File: src/rtl/instr_fetch_unit.sv
// Instruction fetch: PC, single-outstanding-beat memory requests and a 2-entry
// prefetch queue presenting the oldest word to the datapath via valid/ready.
module instr_fetch_unit #(
  parameter int                ADDR_W   = 32,
  parameter logic [ADDR_W-1:0] RESET_PC = '0,
  parameter int                DEPTH    = 2
) (
  input  logic              clk,
  input  logic              rst_n,
  output logic              imem_req,
  output logic [ADDR_W-1:0] imem_addr,
  input  logic [31:0]       imem_rdata,
  output logic [31:0]       instruccion,
  output logic [ADDR_W-1:0] instr_pc,
  output logic              instr_valid,
  input  logic              instr_ready,
  input  logic              redirect,
  input  logic [ADDR_W-1:0] redirect_pc,
  input  logic              halt,
  output logic              busy
);

  typedef enum logic [1:0] {RUN_WAIT, RUN, HALTED} state_t;

  state_t            state_reg, state_next;
  logic [ADDR_W-1:0] pc_reg, pc_next;
  logic              inflight_reg;
  logic [ADDR_W-1:0] inflight_pc_reg;
  logic [1:0]        count_reg;
  logic [31:0]       q_data_reg [2];
  logic [ADDR_W-1:0] q_pc_reg   [2];

  logic       issue, push, pop, can_issue;
  logic [2:0] occupancy;

  assign pop       = instr_valid & instr_ready;
  assign push      = inflight_reg & ~redirect;
  assign occupancy = {1'b0, count_reg} + {2'b00, inflight_reg};
  // Slot freed by this cycle's pop can be refilled by a request issued now.
  assign can_issue = occupancy < (3'(DEPTH) + {2'b00, pop});

  always_comb begin
    state_next = state_reg;
    issue      = 1'b0;
    case (state_reg)
      RUN_WAIT: state_next = RUN;
      RUN: begin
        if (halt) state_next = HALTED;
        else if (!redirect && can_issue) issue = 1'b1;
      end
      HALTED:  if (!halt) state_next = RUN;
      default: state_next = RUN_WAIT;
    endcase
    if (redirect && halt) state_next = HALTED;
  end

  always_comb begin
    pc_next = pc_reg;
    if (redirect)   pc_next = redirect_pc & ~ADDR_W'(3);
    else if (issue) pc_next = pc_reg + ADDR_W'(4);
  end

  always_ff @(posedge clk or negedge rst_n) begin
    if (!rst_n) begin
      state_reg       <= RUN_WAIT;
      pc_reg          <= RESET_PC;
      inflight_reg    <= 1'b0;
      inflight_pc_reg <= '0;
    end else begin
      state_reg    <= state_next;
      pc_reg       <= pc_next;
      inflight_reg <= issue;
      if (issue) inflight_pc_reg <= pc_reg;
    end
  end

  // Shift-style queue: entry 0 is always the head, so it simply holds its
  // last contents once the queue drains.
  always_ff @(posedge clk or negedge rst_n) begin
    if (!rst_n) begin
      count_reg  <= '0;
      q_data_reg <= '{default: '0};
      q_pc_reg   <= '{default: '0};
    end else if (redirect) begin
      count_reg <= '0;
    end else begin
      count_reg <= count_reg + 2'(push) - 2'(pop);
      case ({push, pop})
        2'b10: begin
          if (count_reg == 2'd0) begin
            q_data_reg[0] <= imem_rdata;
            q_pc_reg[0]   <= inflight_pc_reg;
          end else begin
            q_data_reg[1] <= imem_rdata;
            q_pc_reg[1]   <= inflight_pc_reg;
          end
        end
        2'b01: begin
          if (count_reg == 2'd2) begin
            q_data_reg[0] <= q_data_reg[1];
            q_pc_reg[0]   <= q_pc_reg[1];
          end
        end
        2'b11: begin
          if (count_reg == 2'd1) begin
            q_data_reg[0] <= imem_rdata;
            q_pc_reg[0]   <= inflight_pc_reg;
          end else begin
            q_data_reg[0] <= q_data_reg[1];
            q_pc_reg[0]   <= q_pc_reg[1];
            q_data_reg[1] <= imem_rdata;
            q_pc_reg[1]   <= inflight_pc_reg;
          end
        end
        default: ;
      endcase
    end
  end

  always @(posedge clk) begin
    if (rst_n && push && !pop && !redirect)
      a_no_overflow: assert (count_reg < 2'(DEPTH));
  end

  assign imem_req    = issue;
  assign imem_addr   = pc_reg;
  assign instr_valid = (count_reg != 2'd0);
  assign instruccion = q_data_reg[0];
  assign instr_pc    = q_pc_reg[0];
  assign busy        = (count_reg != 2'd0) | inflight_reg;

endmodule
File: config.mk
export PLATFORM = sky130hd
export DESIGN_NAME = instr_fetch_unit
export DESIGN_NICKNAME = d
export VERILOG_FILES = /design/src/rtl/instr_fetch_unit.sv
export SDC_FILE = /design/constraint.sdc
export NUM_CORES = 1
export LEC_CHECK = 0
export ABC_AREA = 1
export BUFFER_PORTS_ARGS = -buffer_cell sky130_fd_sc_hd__buf_4
export CAP_MARGIN = 15
export CELL_PAD_IN_SITES_DETAIL_PLACEMENT = 1
export CELL_PAD_IN_SITES_GLOBAL_PLACEMENT = 1
export CORE_MARGIN = 2
export CORE_UTILIZATION = 37
export CTS_CLUSTER_DIAMETER = 150
export DETAILED_ROUTE_END_ITERATION = 8
export PLACE_DENSITY = 0.79
export SLEW_MARGIN = 40
export SYNTH_ARGS = -nofsm -noshare
export SYNTH_HDL_FRONTEND = slang
export SYNTH_SLANG_ARGS = --single-unit
File: constraint.sdc
create_clock -name clk -period 2.25 [get_ports clk]
set_input_delay 0.45 -clock clk [delete_from_list [all_inputs] [get_ports clk]]
set_output_delay 0.45 -clock clk [all_outputs]
set_load 0.01 [all_outputs]
; Word-level counts from Yosys, hierarchy flattened
; Index checks and enable logic that the tools add are counted.
[totals]
output_inout_bits = 99
regBits = 197
in_bits = 69
wordCells = 68
[op_classes]
eq_ne = 13
n_lt_le_gt_ge = 1
n_addsub = 5
n_bitwise = 4
reduce_logical = 12
muxes = 24
[op_table]
columns = operator, count
row1 = 32-bit two-way mux, 12
row2 = 32-bit case mux with 3 select lines, 2
row3 = 32-bit case mux with 2 select lines, 2
row4 = 32-bit by 3-bit adder with 32-bit output (second input constant), 1
row5 = 2-bit == test (second input constant), 4
row6 = 2-bit two-way mux, 4
row7 = 2-bit != test (second input constant), 4
row8 = 4-bit AND reduction, 2
row9 = 2-bit by 1-bit == test with 1-bit output (second input constant), 3
row10 = 3-bit != test (second input constant), 2
row11 = 2-bit case mux with 3 select lines, 1
row12 = 2-bit nonzero test, 3
row13 = 2-bit zero test, 2
row14 = 2-bit by 1-bit adder with 3-bit output, 1
row15 = 2-bit by 1-bit adder with 3-bit output (first input constant), 1
row16 = 3-bit less-than comparator, 1
row17 = 1-bit two-way mux, 3
row18 = 3-bit nonzero test, 1
row19 = 2-bit by 1-bit adder with 2-bit output, 1
row20 = 1-bit AND, 2
row21 = 1-bit logical AND, 2
row22 = 2-bit AND reduction, 1
row23 = 2-bit by 1-bit subtractor with 2-bit output, 1
row24 = 1-bit zero test, 1
row25 = other kinds (2), 2

; Longest topological paths before layout
; Gate-level depths: netlist of the first run.
[logic_depth]
depth_word = 10
mapped_depth = 13
ltp_nobuf = 11

; Least setup slack after synthesis of the first run
; OpenSTA, ideal clock, no wires.
[synth_path]
path_kind = reg2reg
startpoint = reg count_reg[1]
endpoint = reg q_data_reg[0] in the netlist's numbering
synth_period_minus_slack_ps = 2130
t_required_ps = 2120
n_path_buf = 3
t_arrival_ps = 2000
setup_slack_ps = 120
setup_ps = 130
path_stages_with_launch = 14
cell_sequence = dfrtp_1 inv_2 nand2_2 nand2_1 inv_2 buf_2 ha_1 inv_1 o21ai_1 nand3_2 buf_4 buf_4 nand2_1 o21ai_1
[synth_via]
elab_chain_cells = 5
elab_cells_between_ends = 11
classes_between = eq/ne: 5 / mux: 1 / bitwise: 1 / reduce/logical: 4
[synth_rtl]
columns = item, line
row1 = from (decl), 29  ; logic [1:0] count_reg;
row2 = from (signal assigned), 87  ; count_reg <= count_reg + 2'(push) - 2'(pop);
row3 = 2-bit nonzero test *, 127  ; assign instr_valid = (count_reg != 2'd0);
row4 = net instr_valid, 15  ; output logic instr_valid,
row5 = 1-bit AND *, 36  ; assign pop = instr_valid & instr_ready;
row6 = 2-bit == test, 88  ; case ({push, pop})
row7 = 2-bit != test (no source line) or 2-bit nonzero test (tied branches), -
row8 = 4-bit AND reduction (no source line), -
row9 = to (decl), 30  ; logic [31:0] q_data_reg [2];
; Mark *: on every way through the listed nets, which the timed path passes. The rest lies on a longest branch.
; A chain may end at the register's enable or synchronous reset.

; Worst setup path after layout of the first run
[layout_path]
startpoint = reg count_reg[0]
endpoint = out imem_req
[layout_via]
elab_chain_cells = 8
elab_cells_between_ends = 9
classes_between = add/sub: 2 / order compare: 1 / mux: 3 / bitwise: 1 / reduce/logical: 2
[layout_rtl]
columns = item, line
row1 = 2-bit nonzero test, 127
row2 = 1-bit AND, 36
row3 = 2-bit by 1-bit adder with 3-bit output, 40  ; assign can_issue = occupancy < (3'(DEPTH) + {2'b00, pop});
row4 = 3-bit less-than comparator *, 40
row5 = 1-bit logical AND *, 49  ; else if (!redirect && can_issue) issue = 1'b1;
row6 = 1-bit two-way mux *, 49
row7 = 1-bit two-way mux *, 48  ; if (halt) state_next = HALTED;
row8 = 1-bit two-way mux *, 45  ; case (state_reg)
row9 = to (decl), 10  ; output logic imem_req,
; Mark *: on every way between the ends. The rest lies on a longest branch, timed or not.

==> metrics.md, run 1 <==
| Metric | Value |
|---|---|
| Outcome | complete, but fails checks |
| Failing checks | negative setup slack |
| Post-synthesis instance total | 1258 |
| Final ANT Viol Nets | 0 |
| DRT iter0 DRCs | 493 |
| I/O pin count | 168 |
| Ant. Diodes | 0 |
| Core area | 25840 µm² |
| Nets | 1424 |
| Mean Syn Cell Area | 7.694 µm² |
| Area grow syn2layout | 19.77% |
| First-pass GRT wire length | 44100 µm |
| GRT Overall Usage | 19.37% |
| Footprint of the multi-input gates | 3656 µm² |
| Top post-synthesis cells by area | dfrtp_1 49%, nand2_1 17%, nand3_1 7.1%, buf_4 5.4%, o21ai_1 4.9% |
| Hold Path Class | in -> reg |
| Vias in the first global route | 8702 |
| Max H-tree Level | 4 |
| Yosys top cell area share | 49.12% |
| Crit share post-route | 102.8% |
| Initial antenna violation count | 0 |
| Final Non-Filler Cells | 1694 |
| Crit. End Element | primary output |
| Slew Limit Headroom | 64.45% |
| FF-to-FF Start | count_reg[0]$_DFF_PN0_ |
| Iteration count of the initial detailed-routing pass | 7 |
| Clock tree buffer depth | 2 |
| Port Buf Inserts | 163 |
| Post-synthesis sequential area ratio | 49.12% |
| WP data arrival | 1.86 ns |
| Leading area contributor after synthesis | dfrtp_1 |
| P per Cell Area | 1134 nW/µm² |
| Min Tclk post-route | 2.312 ns |
| Final setup violation count | 1 |
| Drt total wl | 27680 µm |
| Vias/cell | 4.910 |
| Register area | 4755 µm² |
| Pre-CTS WS | 0.03173 ns |
| Max-cap viol count | 0 |
| Num rows | 59 |
| Placed Area | 10760 µm² |
| Worst-Margin Slew | 0.5332 ns |
| Drt wl/cell | 16.34 µm |
| CTS tree | built |
| CTS root buf | clkbuf_16 |
| Final GP Congestion | 0.9404 |
| Worst Hold End | imem_addr[4]$_DFFE_PN0P_ |
| Die Wd | 165.7 µm |
| Clk sinks | 190 |
| Total die area | 27470 µm² |
| TritonCTS Buffers | 17 |
| Max VDD drop | 0.0004700 V |
| Unique masters post-synth | 26 |
| Leakage Power | 5.902 nW |
| Fmax | 432.5 MHz |
| Critical path type | reg -> out |
| Dpl hpwl | 18020 µm |
| Commonest non-fill, non-tap cell in the layout | nand2_1 |
| Overflow after GRT | 0 |
| Fin Clk Skew | 0.007551 ns |
| Placed Cells | 1650 |
| FF-to-FF End | imem_addr[19]$_DFFE_PN0P_ |
| Worst reg-to-reg setup slack | 0.03 ns |
| Warnings, synthesis | 0 |
| Starting Density | 37.46% |
| CP Max Fanout | 2 |
| Final Hold Fails | 0 |
| # DRC | 0 |
| Yosys reg bits | 190 |
| Fill cells | 3203 |
| Final WS setup | -0.06218 ns |
| Most frequent cells in the layout | 428 x nand2_1, 190 x dfrtp_1, 175 x buf_4 |
| Die Ht | 165.7 µm |
| Reg clk slew, reported paths | 0.08 ns |
| Hold path depth | 3 |
| Startpoint types | flop |
| RSZ-0062 raised after global routing | yes |
| Critical Path RT | 1.80 ns |
| Worst hold margin | 0.2259 ns |
| Share of cells above drive strength 1 | 17.81% |
| R2R cell count | 12 |
| Final Power | 13.15 mW |
| Largest net degree at the start of global routing | 83 |
| Clock latency at the later pin of the worst-skew pair | 0.43 ns |
| Max-slew violation count | 0 |
| Final instance area | 11590 µm² |
| Hold Startpoint | redirect_pc[4] |
| Mapped Area | 9679 µm² |
| Total number of vias | 8318 |
-- critical path, cell delays in order, from the launching register on --
cell and delay (ns):
dfrtp_1 0.41, ha_2 0.19, ha_1 0.17, or2_0 0.22, nor2_1 0.16, nand2_2 0.10, clkinv_4 0.08, buf_6 0.10
-- repair_timing --
item	4_1_cts	5_1_grt
gates cloned	0	5
pin swaps	3	5
hold endpoints to repair	34	0
buffers inserted	3	3
hold buffers	1	0
setup endpoints to repair	1	106
resized for setup	6	8
-- through the flow --
| step | utilization (%) | TNS [ns] |
|---|---|---|
| 2_1_floorplan | - | 0 |
| 3_3_place_gp | 41.63 | 0 |
| 3_5_place_dp | 41.63 | 0 |
| 4_1_cts | 44.08 | -0.05098 |
| 5_1_grt | 44.87 | -1.268 |
| 6_report | 44.87 | -0.06218 |
-- per-layer routing --
layer,global-route usage [%],wire length [µm],vias to the layer above
met2,31.16,12940,179
met1,27.22,13400,4039
li1,-,-,4072
met3,2.884,897,28
met5,0,0,-
met4,5.784,436,0
-- report_power, final --
| part | leakage, nW | internal, mW | total, mW | switching (mW) |
|---|---|---|---|---|
| combinational | 3.16 | 1.96 | 4.56 | 2.60 |
| clock | 0.276 | 1.57 | 3.06 | 1.48 |
| sequential | 2.47 | 4.70 | 5.53 | 0.831 |
-- worst max-delay path by stage --
stage	from	end	slack [ns]	cells past startpoint
after detailed placement	count_reg[1]$_DFF_PN0_	instr_pc[7]$_DFFE_PN0P_	0.03	10
after CTS	count_reg[0]$_DFF_PN0_	imem_req	-0.05	7
after global routing	inflight_reg$_DFF_PN0_	imem_req	-0.13	7
after floorplan	count_reg[1]$_DFF_PN0_	q_data_reg[0]$_DFFE_PN0P_	0.12	13
final	count_reg[0]$_DFF_PN0_	imem_req	-0.06	7
after global placement	count_reg[1]$_DFF_PN0_	instr_pc[31]$_DFFE_PN0P_	0.09	10
-- synthesized netlist by cell type, drive strengths merged --
cell type / count
dfrtp: 190
o21bai: 1
clkbuf: 19
and2: 2
conb: 1
nand2: 431
inv: 124
o21ai: 163
nand3: 139
xor2: 5
buf: 109
xnor2: 4
nor2: 50
ha: 9
or2: 1
a21boi: 1
o31ai: 1
a21oi: 8
-- cells by family (layout without fill, tap and decap cells) --
| family | Yosys count | in the layout | share of synthesized area, % |
|---|---|---|---|
| compound gates | 174 | 174 | 9.152 |
| xor+xnor | 9 | 9 | 0.8143 |
| other cells | 1 | 2 | 0.03874 |
| flops | 190 | 190 | 49.12 |
| simple gates | 623 | 623 | 26.19 |
| fa+ha+maj | 9 | 9 | 1.163 |
| buf+inv | 252 | 352 | 13.52 |
-- area by class of cell --
type,count,area share (%)
clock inverter,15,1.349
tap,335,3.616
inverter,124,4.058
timing repair buffer,196,14.75
sequential,190,41.01
clock buffer,17,3.670
multi-input combinational,817,31.54
Note: power is estimated with default switching activity, not from simulation.
==> inputs of run 2 (changes only) <==
- CORE_UTILIZATION: 37 -> 41
- HOLD_SLACK_MARGIN: not set -> 0.06
- PLACE_DENSITY: 0.79 -> 0.83
- clock period: 2.25 -> 2.2 ns (I/O delays scaled with it)
==> metrics.md, run 2 (synthesis gave the netlist of run 1 again) <==
| Metric | Value |
|---|---|
| Dpl hpwl | 18180 µm |
| Vias/cell | 4.983 |
| Max-cap viol count | 0 |
| Max VDD drop | 0.0006198 V |
| Slew Limit Headroom | 59.94% |
| Hold Path Class | in -> reg |
| # DRC | 0 |
| TritonCTS Buffers | 17 |
| Crit share post-route | 101.7% |
| Nets | 1429 |
| Commonest non-fill, non-tap cell in the layout | nand2_1 |
| Worst-Margin Slew | 0.6009 ns |
| Crit. End Element | primary output |
| Total die area | 24850 µm² |
| Critical path type | reg -> out |
| Fin Clk Skew | 0.01215 ns |
| RSZ-0062 raised after global routing | yes |
| Final GP Congestion | 0.9140 |
| Final ANT Viol Nets | 0 |
| Fmax | 446.8 MHz |
| Largest net degree at the start of global routing | 69 |
| CTS root buf | clkbuf_16 |
| WP data arrival | 1.80 ns |
| Hold Startpoint | redirect_pc[4] |
| Hold path depth | 3 |
| Clk sinks | 190 |
| Critical Path RT | 1.76 ns |
| FF-to-FF End | instr_pc[7]$_DFFE_PN0P_ |
| Die Wd | 157.7 µm |
| Num rows | 56 |
| Die Ht | 157.7 µm |
| Core area | 23330 µm² |
| Worst reg-to-reg setup slack | 0.05 ns |
| GRT Overall Usage | 22.30% |
| Overflow after GRT | 0 |
| Startpoint types | flop |
| Max-slew violation count | 0 |
| Final Non-Filler Cells | 1683 |
| Worst Hold End | imem_addr[4]$_DFFE_PN0P_ |
| Reg clk slew, reported paths | 0.08 ns |
| DRT iter0 DRCs | 416 |
| Max H-tree Level | 4 |
| Area grow syn2layout | 20.27% |
| Share of cells above drive strength 1 | 18.26% |
| Ant. Diodes | 0 |
| Final setup violation count | 1 |
| Final Hold Fails | 0 |
| Placed Cells | 1638 |
| Clock tree buffer depth | 2 |
| Iteration count of the initial detailed-routing pass | 7 |
| Min Tclk post-route | 2.238 ns |
| Drt total wl | 28120 µm |
| CP Max Fanout | 4 |
| Port Buf Inserts | 163 |
| Vias in the first global route | 8661 |
| Outcome | complete, but fails checks |
| I/O pin count | 168 |
| R2R cell count | 13 |
| Fill cells | 2898 |
| Drt wl/cell | 16.71 µm |
| Total number of vias | 8387 |
| Clock latency at the later pin of the worst-skew pair | 0.44 ns |
| Starting Density | 41.48% |
| P per Cell Area | 1177 nW/µm² |
| First-pass GRT wire length | 43750 µm |
| Failing checks | negative setup slack |
| Most frequent cells in the layout | 428 x nand2_1, 189 x dfrtp_1, 182 x buf_4 |
| Final Power | 13.70 mW |
| Initial antenna violation count | 0 |
| FF-to-FF Start | count_reg[0]$_DFF_PN0_ |
| Final WS setup | -0.03809 ns |
| Leakage Power | 5.934 nW |
| CTS tree | built |
==> run 2: cell types whose count changed in the layout (fill, tap and decap cells not counted), moves of 2 or more <==
cell and change:
buf_4 +7, buf_6 -2, clkbuf_8 +3, inv_6 +2, inv_8 -3, clkinvlp_4 -2
o21ai_1 +2
==> run 2: worst max-delay path by stage <==
stage | startpoint | to | slack, ns | cells after the start
floorplan | count_reg[1]$_DFF_PN0_ | q_data_reg[0]$_DFFE_PN0P_ | 0.07 | 13
global placement | redirect | instruccion[4]$_DFFE_PN0P_ | 0.15 | 9
detailed placement | redirect | instruccion[9]$_DFFE_PN0P_ | -0.05 | 9
CTS | count_reg[0]$_DFF_PN0_ | imem_req | -0.04 | 7
global route | count_reg[0]$_DFF_PN0_ | imem_req | -0.11 | 7
finish | count_reg[0]$_DFF_PN0_ | imem_req | -0.04 | 7
==> run 2: per-layer routing <==
| metal | track usage, % | vias to the layer above | wire [µm] |
|---|---|---|---|
| met5 | 0 | - | 0 |
| met4 | 8.009 | 0 | 523 |
| met3 | 3.285 | 36 | 1050 |
| met2 | 38.22 | 203 | 13730 |
| met1 | 28.70 | 4068 | 12820 |
| li1 | - | 4080 | - |
==> run 2: cell type report <==
cell class / instances / area (µm²) / area share [%]
Sequential cell: 190 / 4756 / 40.85
Multi-Input combinational cell: 817 / 3669 / 31.51
Timing Repair Buffer: 201 / 1733 / 14.89
Inverter: 124 / 467.9 / 4.020
Clock buffer: 20 / 466.7 / 4.009
Tap cell: 319 / 399.1 / 3.429
Clock inverter: 12 / 150.1 / 1.290
==> run 2: through the flow <==
step | hold slack, ns | setup WS, ns | setup TNS (ns) | instance area [µm²] | util (%)
6_report | 0.2009 | -0.03809 | -0.03809 | 11640 | 49.89
3_5_place_dp | 0.4662 | -0.04854 | -0.9647 | 10780 | 46.20
2_1_floorplan | 0.1444 | 0.07002 | 0 | 9683 | -
4_1_cts | 0.1932 | -0.04122 | -0.04122 | 11440 | 49.01
3_3_place_gp | 0.4632 | 0.1500 | 0 | 10780 | 46.20
5_1_grt | 0.2048 | -0.1071 | -1.068 | 11640 | 49.89
==> run 2: worst max-delay path, stage by stage (launching register included) <==
cell,delay [ns]
dfrtp_1,0.39
ha_2,0.20
ha_4,0.15
or2_0,0.19
nor2_1,0.12
nand2_2,0.09
inv_4,0.10
buf_6,0.11
==> run 2: timing repair <==
| item | CTS | global route |
|---|---|---|
| resized for setup | 5 | 8 |
| endpoints found under the hold margin | 62 | 0 |
| endpoints found under the setup margin | 2 | 127 |
| setup buffers | 2 | 4 |
| pin swaps | 3 | 3 |
| hold buffers | 1 | 0 |
| cloned | 0 | 6 |
==> run 2: report_power, final <==
| group | switching (mW) | internal, mW |
|---|---|---|
| registers | 0.861 | 4.81 |
| clock network | 1.45 | 1.80 |
| logic | 2.73 | 2.04 |
| total | 5.04 | 8.66 |
